`src/rtl/mem_pkg.sv`:
```
// mem_pkg: shared access codes, FSM states and latency limit for the memory access unit
package mem_pkg;
  localparam logic [1:0] MEM_NONE = 2'b00;
  localparam logic [1:0] MEM_WORD = 2'b01;
  localparam logic [1:0] MEM_BYTE = 2'b10;
  localparam int LAT_MAX = 15;
  typedef enum logic [2:0] {IDLE, RD, WR, RMW_RD, RMW_WR, RESP} state_t;
  function automatic logic req_illegal(logic [1:0] rd, logic [1:0] wr, logic a0);
    return (rd != MEM_NONE && wr != MEM_NONE) || rd == 2'b11 || wr == 2'b11 ||
           (rd == MEM_NONE && wr == MEM_NONE) || ((rd == MEM_WORD || wr == MEM_WORD) && a0);
  endfunction
endpackage

```
`src/rtl/mem_access_unit_if.sv`:
```
// mem_access_unit_if: pipeline request/response and data memory port bundle
interface mem_access_unit_if;
  logic        req_valid;
  logic        req_ready;
  logic [1:0]  req_memRead;
  logic [1:0]  req_memWrite;
  logic [15:0] req_addr;
  logic [15:0] req_wdata;
  logic        rsp_valid;
  logic [15:0] rsp_rdata;
  logic        rsp_err;
  logic [1:0]  memRead;
  logic [1:0]  memWrite;
  logic [15:0] addr;
  logic [15:0] writeData;
  logic [15:0] readData;
  logic        busy;
  modport slave (
    input  req_valid, req_memRead, req_memWrite, req_addr, req_wdata, readData,
    output req_ready, rsp_valid, rsp_rdata, rsp_err, memRead, memWrite, addr, writeData, busy
  );
  modport master (
    output req_valid, req_memRead, req_memWrite, req_addr, req_wdata, readData,
    input  req_ready, rsp_valid, rsp_rdata, rsp_err, memRead, memWrite, addr, writeData, busy
  );
endinterface

```
`src/rtl/mem_access_unit_byte_lane.sv`:
```
// byte_lane: byte extract with zero-extend and byte merge into a word, selected by lane
module byte_lane (
  input  logic        lane_i,
  input  logic [15:0] word_i,
  input  logic [7:0]  byte_i,
  output logic [15:0] ext_o,
  output logic [15:0] merge_o
);
  assign ext_o   = {8'h00, lane_i ? word_i[15:8] : word_i[7:0]};
  assign merge_o = lane_i ? {byte_i, word_i[7:0]} : {word_i[15:8], byte_i};
endmodule

```
`src/rtl/mem_access_unit.sv`:
```
// mem_access_unit: MEM-stage load/store initiator with byte RMW stores and fixed memory latency
module mem_access_unit
  import mem_pkg::*;
#(
  parameter int LAT = 1
) (
  input logic clk,
  input logic rst,
  mem_access_unit_if.slave bus
);
  localparam int L = LAT < 1 ? 1 : (LAT > LAT_MAX ? LAT_MAX : LAT);
  localparam logic [3:0] CNT_INIT = 4'(L - 1);
  state_t      state_q, state_d;
  logic [3:0]  cnt_q, cnt_d;
  logic        lane_q, lane_d, byte_q, byte_d, err_q, err_d;
  logic [15:0] a_q, a_d, wd_q, wd_d, rdata_q, rdata_d;
  logic [1:0]  mr_q, mr_d, mw_q, mw_d;
  logic [15:0] addr_q, addr_d, wrd_q, wrd_d;
  logic        accept, done, illegal;
  logic [15:0] ext, merged;
  byte_lane u_lane (
    .lane_i (lane_q),
    .word_i (bus.readData),
    .byte_i (wd_q[7:0]),
    .ext_o  (ext),
    .merge_o(merged)
  );
  assign accept  = bus.req_valid && state_q == IDLE;
  assign done    = cnt_q == 4'd0;
  assign illegal = req_illegal(bus.req_memRead, bus.req_memWrite, bus.req_addr[0]);
  assign bus.req_ready = state_q == IDLE;
  assign bus.busy      = state_q != IDLE;
  assign bus.rsp_valid = state_q == RESP;
  assign bus.rsp_err   = state_q == RESP && err_q;
  assign bus.rsp_rdata = state_q == RESP ? rdata_q : 16'h0000;
  assign bus.memRead   = mr_q;
  assign bus.memWrite  = mw_q;
  assign bus.addr      = addr_q;
  assign bus.writeData = wrd_q;
  // next state, latency countdown, request capture; strobes are derived from the next state so they register in step with it
  always_comb begin
    state_d = state_q;
    cnt_d   = cnt_q;
    lane_d  = lane_q;
    byte_d  = byte_q;
    err_d   = err_q;
    a_d     = a_q;
    wd_d    = wd_q;
    rdata_d = rdata_q;
    case (state_q)
      IDLE: if (accept) begin
        lane_d  = bus.req_addr[0];
        byte_d  = bus.req_memRead == MEM_BYTE;
        err_d   = illegal;
        a_d     = {bus.req_addr[15:1], 1'b0};
        wd_d    = bus.req_wdata;
        rdata_d = 16'h0000;
        cnt_d   = CNT_INIT;
        state_d = illegal ? RESP : bus.req_memRead != MEM_NONE ? RD :
                  bus.req_memWrite == MEM_WORD ? WR : RMW_RD;
      end
      RD: if (done) begin
        rdata_d = byte_q ? ext : bus.readData;
        state_d = RESP;
      end else cnt_d = cnt_q - 4'd1;
      RMW_RD: if (done) begin
        wd_d    = merged;
        cnt_d   = CNT_INIT;
        state_d = RMW_WR;
      end else cnt_d = cnt_q - 4'd1;
      WR, RMW_WR: if (done) state_d = RESP;
      else cnt_d = cnt_q - 4'd1;
      RESP: state_d = IDLE;
      default: state_d = IDLE;
    endcase
    mr_d   = (state_d == RD || state_d == RMW_RD) ? MEM_WORD : MEM_NONE;
    mw_d   = (state_d == WR || state_d == RMW_WR) ? MEM_WORD : MEM_NONE;
    addr_d = (mr_d != MEM_NONE || mw_d != MEM_NONE) ? a_d : 16'h0000;
    wrd_d  = mw_d != MEM_NONE ? wd_d : 16'h0000;
  end
  // state and registered memory port; reset drops any in-flight access
  always_ff @(posedge clk) begin
    if (rst) begin
      state_q <= IDLE;
      cnt_q   <= 4'd0;
      lane_q  <= 1'b0;
      byte_q  <= 1'b0;
      err_q   <= 1'b0;
      a_q     <= 16'h0000;
      wd_q    <= 16'h0000;
      rdata_q <= 16'h0000;
      mr_q    <= MEM_NONE;
      mw_q    <= MEM_NONE;
      addr_q  <= 16'h0000;
      wrd_q   <= 16'h0000;
    end else begin
      state_q <= state_d;
      cnt_q   <= cnt_d;
      lane_q  <= lane_d;
      byte_q  <= byte_d;
      err_q   <= err_d;
      a_q     <= a_d;
      wd_q    <= wd_d;
      rdata_q <= rdata_d;
      mr_q    <= mr_d;
      mw_q    <= mw_d;
      addr_q  <= addr_d;
      wrd_q   <= wrd_d;
    end
  end
endmodule
```
`src/flat_wrapper.sv`:
```
// flat-port wrapper written by rule: the top's interface ports become plain ports
module mem_access_unit_flat import mem_pkg::*;
#(
  parameter int LAT = 1
)
  (clk, rst, bus_req_valid, bus_req_memRead, bus_req_memWrite, bus_req_addr, bus_req_wdata, bus_readData, bus_req_ready, bus_rsp_valid, bus_rsp_rdata, bus_rsp_err, bus_memRead, bus_memWrite, bus_addr, bus_writeData, bus_busy);
  mem_access_unit_if bus_i ();
  input logic clk;
  input logic rst;
  input wire logic [$bits(bus_i.req_valid)-1:0] bus_req_valid;
  input wire logic [$bits(bus_i.req_memRead)-1:0] bus_req_memRead;
  input wire logic [$bits(bus_i.req_memWrite)-1:0] bus_req_memWrite;
  input wire logic [$bits(bus_i.req_addr)-1:0] bus_req_addr;
  input wire logic [$bits(bus_i.req_wdata)-1:0] bus_req_wdata;
  input wire logic [$bits(bus_i.readData)-1:0] bus_readData;
  output wire logic [$bits(bus_i.req_ready)-1:0] bus_req_ready;
  output wire logic [$bits(bus_i.rsp_valid)-1:0] bus_rsp_valid;
  output wire logic [$bits(bus_i.rsp_rdata)-1:0] bus_rsp_rdata;
  output wire logic [$bits(bus_i.rsp_err)-1:0] bus_rsp_err;
  output wire logic [$bits(bus_i.memRead)-1:0] bus_memRead;
  output wire logic [$bits(bus_i.memWrite)-1:0] bus_memWrite;
  output wire logic [$bits(bus_i.addr)-1:0] bus_addr;
  output wire logic [$bits(bus_i.writeData)-1:0] bus_writeData;
  output wire logic [$bits(bus_i.busy)-1:0] bus_busy;
  assign bus_i.req_valid = bus_req_valid;
  assign bus_i.req_memRead = bus_req_memRead;
  assign bus_i.req_memWrite = bus_req_memWrite;
  assign bus_i.req_addr = bus_req_addr;
  assign bus_i.req_wdata = bus_req_wdata;
  assign bus_i.readData = bus_readData;
  assign bus_req_ready = bus_i.req_ready;
  assign bus_rsp_valid = bus_i.rsp_valid;
  assign bus_rsp_rdata = bus_i.rsp_rdata;
  assign bus_rsp_err = bus_i.rsp_err;
  assign bus_memRead = bus_i.memRead;
  assign bus_memWrite = bus_i.memWrite;
  assign bus_addr = bus_i.addr;
  assign bus_writeData = bus_i.writeData;
  assign bus_busy = bus_i.busy;
  mem_access_unit #(.LAT(LAT)) u_core (.clk(clk), .rst(rst), .bus(bus_i));
endmodule
```
`config.mk`:
```
export PLATFORM = sky130hd
export DESIGN_NAME = mem_access_unit_flat
export DESIGN_NICKNAME = d
export VERILOG_FILES = /design/src/rtl/mem_pkg.sv /design/src/rtl/mem_access_unit_if.sv /design/src/rtl/mem_access_unit_byte_lane.sv /design/src/rtl/mem_access_unit.sv /design/src/flat_wrapper.sv
export SDC_FILE = /design/constraint.sdc
export NUM_CORES = 1
export LEC_CHECK = 0
export CORE_MARGIN = 5
export CORE_UTILIZATION = 50
export CTS_CLUSTER_DIAMETER = 60
export CTS_CLUSTER_SIZE = 16
export DETAILED_ROUTE_END_ITERATION = 16
export PLACE_DENSITY = 0.94
export SLEW_MARGIN = 10
export SYNTH_ARGS = -nofsm -noshare
export SYNTH_HDL_FRONTEND = slang
export SYNTH_SLANG_ARGS = --single-unit
```
`constraint.sdc`:
```
create_clock -name clk -period 3.4 [get_ports clk]
set_input_delay 0.68 -clock clk [delete_from_list [all_inputs] [get_ports clk]]
set_output_delay 0.68 -clock clk [all_outputs]
set_load 0.02 [all_outputs]
```
==> results of run 1 <==
-- power by group through the flow --
stage,clock network (uW),logic [uW],registers (uW)
2_1_floorplan,0,878,1400
3_3_place_gp,0,1210,1370
3_5_place_dp,0,1250,1380
4_1_cts,787,1250,1350
5_1_grt,840,1370,1370
6_report,780,1250,1350
-- registers in the layout, summed over array words and instances (netlist names) --
register / flops
u_core.bus.memRead: 1
u_core.bus.writeData: 16
u_core.bus.addr: 16
u_core.err_q: 1
u_core.lane_q: 1
u_core.cnt_q: 4
u_core.byte_q: 1
u_core.wd_q: 16
u_core.state_q: 3
u_core.bus.memWrite: 1
u_core.a_q: 16
u_core.rdata_q: 16
-- cell type report --
| type | instances | share of cell area [%] |
|---|---|---|
| timing repair buffer | 113 | 21.3 |
| tap | 102 | 2.44 |
| inverter | 13 | 0.931 |
| multi-input combinational | 293 | 36.2 |
| clock buffer | 9 | 2.36 |
| sequential | 92 | 35.1 |
| clock inverter | 7 | 1.70 |
-- critical path, stage by stage (launching register included) --
cell and delay, ns:
dfxtp_1 0.69, and3_1 0.59, and2_1 0.20, clkdlybuf4s50_1 0.62
-- through the flow --
| step | instances | util (%) | area (um2) | worst slack [ns] |
|---|---|---|---|---|
| after detailed placement | 613 | 65.1 | 5030 | 0.466 |
| final | 629 | 67.8 | 5240 | 0.255 |
| after global placement | 613 | 65.1 | 5030 | 0.598 |
| after global routing | 629 | 67.8 | 5240 | 0.102 |
| after CTS | 629 | 67.8 | 5240 | 0.231 |
| after floorplan | 428 | - | 3970 | 1.18 |
-- per-layer routing --
| layer | wire [um] | share of wire [%] |
|---|---|---|
| met2 | 4980 | 49 |
| met1 | 4120 | 40 |
| met5 | 0 | 0 |
| met4 | 259 | 2.5 |
| met3 | 873 | 8.5 |
-- cells by family after synthesis --
group | Yosys count | synth area share [%]
buffers and inverters | 43 | 5.84
other | 1 | 0.0946
AO/OA/AOI/OAI | 84 | 13.9
multiplexers | 17 | 4.54
flip-flops | 92 | 46.5
adder cells (fa/ha/maj) | 2 | 0.631
AND/OR/NAND/NOR | 186 | 28.1
XOR/XNOR | 2 | 0.442
-- synth_stat cells, drive strengths merged (5+ instances only) --
master	instances	share of area, %
a21oi	45	5.7
a22oi	10	1.9
and2	35	5.5
and3	10	1.6
buf	20	3.7
clkbuf	10	0.95
dfxtp	92	46
inv	13	1.2
mux2	8	2.3
mux2i	9	2.3
nand2	55	5.2
nand3	10	1.4
nor2	28	2.9
nor3	12	2.6
nor3b	18	5.1
o21ai	5	0.73
o311ai	7	1.5
-- how the worst min path moves through the flow --
stage	cells after the start	to	from
2_1_floorplan	1	u_core.a_q[0]	u_core.a_q[0]
3_3_place_gp	2	u_core.a_q[15]	u_core.a_q[15]
3_5_place_dp	2	u_core.wd_q[12]	u_core.wd_q[12]
4_1_cts	2	u_core.a_q[1]	u_core.a_q[1]
5_1_grt	2	u_core.a_q[4]	u_core.a_q[4]
6_report	2	u_core.a_q[1]	u_core.a_q[1]
==> flow_metrics.py, run 1 <==
metrics = {
    "outcome": {
        "status": "finished, final reports clean",
    },
    "floorplanning": {
        "rows": 32,
        "pin_count": 111,
        "core-area_um2": 7730,
        "fp.dieW_um": 99.1,
        "start_util_pct": 51.3,
        "die_area_um2": 9810,
        "die_h_um": 99.1,
    },
    "synthesis": {
        "synth.distinct_cells": 56,
        "synthCells": 427,
        "synth_edf_count": 0,
        "async_flop_share_pct": 0,
        "synth_seq_cells": 92,
        "synth-main-ff-cell": "dfxtp_1",
        "yosysWarnings": 0,
        "yosysSeqAreaShare_pct": 46.4,
        "avgSynthCellArea_um2": 9.29,
        "syn-cell-area_um2": 3970,
    },
    "drt": {
        "drtIter0Drc": 189,
        "vias": 3393,
        "drt-total-wl_um": 10200,
        "wl_per_cell_um": 16.3,
        "dr.pass1.iters": 5,
        "vias_per_cell": 5.39,
        "ant_nets": 0,
        "drc": 0,
    },
    "clock_network": {
        "clockBufferDepth": 2,
        "cts_tree": "yes",
        "cts_inserted_buffers": 9,
        "clk_pin_slew_ns": 0.09,
        "htreeDepth": 3,
        "cts_resized": 0,
        "post_cts_buffers": 0,
        "cts-root-buf": "clkbuf_8",
        "cts.sinks": 92,
        "hold_buffers": 0,
        "clk_latency_ns": 0.37,
    },
    "sta": {
        "period_share_pct": 92.5,
        "final.setup.tns_ns": 0,
        "slew_violations": 0,
        "hold_viol_final": 0,
        "layout_min_cycle_time_ns": 3.15,
        "setup_viol": 0,
        "fmax_ghz": 0.318,
        "rsz0062_at_grt": "no",
        "hold_ws_ns": 0.456,
        "relSlewSlack_pct": 47.6,
        "skew_ns": 0.0133,
        "worst_pin_slew_ns": 0.786,
    },
    "finish": {
        "areaGrowthSynthToFinish_pct": 32.2,
        "drive_gt1_share_pct": 10.8,
        "final_nets": 579,
        "antenna_cells": 0,
        "layout_common_cells": "107 x clkdlybuf4s50_1, 92 x dfxtp_1, 55 x nand2_1, 45 x a21oi_1, 34 x and2_1",
        "multi_input_area_um2": 1900,
        "seq_area_um2": 1840,
        "fillers": 586,
        "final_common_cell": "clkdlybuf4s50_1",
    },
    "global_routing": {
        "grt_pass1_vias": 3398,
        "gr-usage-met3_pct": 5.59,
        "top_usage_layer": "met2",
        "grt_use_total_pct": 20.9,
        "gr-usage-met2_pct": 34.6,
        "antenna_found_initial": 0,
        "met1_usage_pct": 25.5,
        "grt_pass1_wl_um": 16500,
        "overflow": 0,
        "grt_max_degree": 45,
    },
    "critical_path": {
        "timing.rr.start": "u_core.state_q[2]",
        "worst_ep_required_time_ns": 2.72,
        "crit_path_end_kind": "output pin",
        "startpoint": "u_core.state_q[2]",
        "cp-endpoint": "bus_rsp_err",
        "arrival_ns": 2.47,
        "critPathKind": "register to output pin",
        "crit_path_start_kind": "register",
        "worstPathMaxFanout": 18,
        "r2r_cells": 4,
        "rrSetupSlack_ns": 0.87,
        "r2r-end": "u_core.bus.addr[11]",
    },
    "power": {
        "p_sw_uw": 1280,
        "p_seq_share_pct": 40.0,
        "swShare_pct": 37.9,
        "pwr-share-comb_pct": 37.0,
        "leakage_uw": 0.00203,
        "report.power.total_uw": 3390,
        "p_per_area_nw_per_um2": 646,
        "ir_drop_v": 0.000387,
        "internal_power_uw": 2100,
        "power_frac_clock_pct": 23.0,
    },
    "placed_design": {
        "portBuffers": 108,
        "gp_congestion": 0.855,
        "hpwl_um": 7420,
    },
    "run": {
        "cap_violations": 0,
    },
    "hold_path": {
        "hold_path_class": "register to register",
    },
}
(Power assumes the default switching activity.)
==> run 2, diff against run 1 <==
- PLACE_DENSITY: 0.94 -> not set
- PLACE_DENSITY_LB_ADDON: not set -> 0.12
==> run 2 against run 1 <==
  * Combinational power barely moved
  * Count of clock-buffer cells in the layout did not move
  * Via count did not move
  * Fmax rose by 2.2%
  * Cell count rose by 0.16%
  * Sequential share of layout area barely moved
  * Worst hold slack got worse by 0.0018 ns
  * Largest cell class unchanged
==> flow_metrics.py, run 2 (synthesized netlist as in run 1, its figures left out) <==
metrics = {
    "outcome": {
        "status": "finished, final reports clean",
    },
    "critical_path": {
        "critPathKind": "register to output pin",
        "arrival_ns": 2.40,
        "crit_path_start_kind": "register",
        "worstPathMaxFanout": 18,
        "timing.rr.start": "u_core.state_q[2]",
        "worst_ep_required_time_ns": 2.72,
        "r2r-end": "u_core.bus.addr[6]",
        "startpoint": "u_core.state_q[2]",
        "rrSetupSlack_ns": 0.93,
        "crit_path_end_kind": "output pin",
        "r2r_cells": 4,
    },
    "global_routing": {
        "grt_use_total_pct": 20.6,
        "antenna_found_initial": 0,
        "overflow": 0,
        "grt_max_degree": 28,
        "grt_pass1_wl_um": 16200,
        "grt_pass1_vias": 3368,
    },
    "power": {
        "p_seq_share_pct": 40.5,
        "pwr-share-comb_pct": 37.6,
        "power_frac_clock_pct": 22.0,
        "swShare_pct": 37.2,
        "ir_drop_v": 0.000343,
        "p_per_area_nw_per_um2": 637,
        "leakage_uw": 0.00203,
        "p_sw_uw": 1240,
        "internal_power_uw": 2090,
    },
    "drt": {
        "drc": 0,
        "wl_per_cell_um": 15.8,
        "ant_nets": 0,
        "drtIter0Drc": 139,
        "dr.pass1.iters": 4,
        "drt-total-wl_um": 9980,
        "vias": 3393,
        "vias_per_cell": 5.39,
    },
    "sta": {
        "skew_ns": 0.00455,
        "final.setup.tns_ns": 0,
        "layout_min_cycle_time_ns": 3.08,
        "hold_ws_ns": 0.454,
        "hold_viol_final": 0,
        "slew_violations": 0,
        "period_share_pct": 90.5,
        "rsz0062_at_grt": "no",
        "worst_pin_slew_ns": 0.766,
        "fmax_ghz": 0.325,
        "setup_viol": 0,
        "relSlewSlack_pct": 48.9,
    },
    "hold_path": {
        "hold_start": "u_core.a_q[11]",
        "whs_endpoint": "u_core.a_q[11]",
        "hold_path_depth": 2,
        "hold_path_class": "register to register",
    },
    "clock_network": {
        "cts_tree": "yes",
        "cts_resized": 0,
        "cts_inserted_buffers": 9,
        "hold_buffers": 0,
        "clk_pin_slew_ns": 0.09,
        "clk_latency_ns": 0.36,
        "clockBufferDepth": 2,
        "htreeDepth": 3,
        "post_cts_buffers": 0,
        "cts.sinks": 92,
        "cts-root-buf": "clkbuf_8",
    },
    "floorplanning": {
        "fp.dieW_um": 99.1,
        "start_util_pct": 51.3,
        "rows": 32,
        "pin_count": 111,
        "die_h_um": 99.1,
        "core-area_um2": 7730,
        "die_area_um2": 9810,
    },
    "placed_design": {
        "hpwl_um": 7360,
        "place_inst": 615,
        "gp_congestion": 0.869,
        "portBuffers": 108,
    },
    "finish": {
        "drive_gt1_share_pct": 11.0,
        "layout_common_cells": "107 x clkdlybuf4s50_1, 92 x dfxtp_1, 55 x nand2_1, 45 x a21oi_1, 34 x and2_1",
        "fillers": 654,
        "areaGrowthSynthToFinish_pct": 32.1,
        "final_common_cell": "clkdlybuf4s50_1",
        "final_nets": 581,
        "fin_cells": 630,
        "antenna_cells": 0,
        "final_util_pct": 67.8,
    },
    "run": {
        "cap_violations": 0,
    },
}
[run 2: cell count changes in the layout (fill, tap and decap cells not counted), sizes merged]
cell | previous run | this run
buf | 6 | 8
inv | 16 | 15
[run 2: worst max-delay path, stage by stage, from the launching register on]
cell             delay, ns
dfxtp_1               0.69
and3_1                0.54
and2_1                0.20
clkdlybuf4s50_1       0.61
[run 2: cell type report]
class                   instances  area (um2)  share of cell area, %
clock buffers                   9         124                   2.36
clock inverters                 6        72.6                   1.39
repair buffers                115        1130                   21.5
multi-input cells             293        1900                   36.2
inverters                      13        48.8                  0.931
well taps                     102         128                   2.44
flip-flops and latches         92        1840                   35.2
[run 2: worst max-delay path by stage]
stage and to:
6_report bus_rsp_rdata[1], 5_1_grt bus_rsp_rdata[8], 4_1_cts bus_rsp_rdata[8], 3_5_place_dp u_core.bus.addr[6]
3_3_place_gp u_core.bus.addr[10], 2_1_floorplan bus_rsp_rdata[10]
[run 2: power groups by stage]
stage                     Sequential, uW  Combinational [uW]  Clock [uW]
after floorplan                     1400                 878           0
final                               1350                1250         732
after detailed placement            1370                1260           0
after global placement              1370                1230           0
after CTS                           1350                1260         743
after global routing                1370                1370         783
[run 2: layer usage]
metal | global-route usage [%] | part of all wire (%) | vias to the layer above
li1 | - | - | 1660
met1 | 25.3 | 42 | 1611
met2 | 35.3 | 50 | 108
met3 | 4.53 | 6.4 | 14
met4 | 7.35 | 1.6 | 0
met5 | 0 | 0 | -
[run 2: per-stage QoR]
step / total power [uW] / worst slack, ns / cell area, um2
after detailed placement: 2630 / 0.588 / 5040
final: 3340 / 0.322 / 5240
after CTS: 3360 / 0.280 / 5240
after global placement: 2600 / 0.659 / 5040
after global routing: 3520 / 0.0995 / 5240
after floorplan: 2280 / 1.18 / 3970
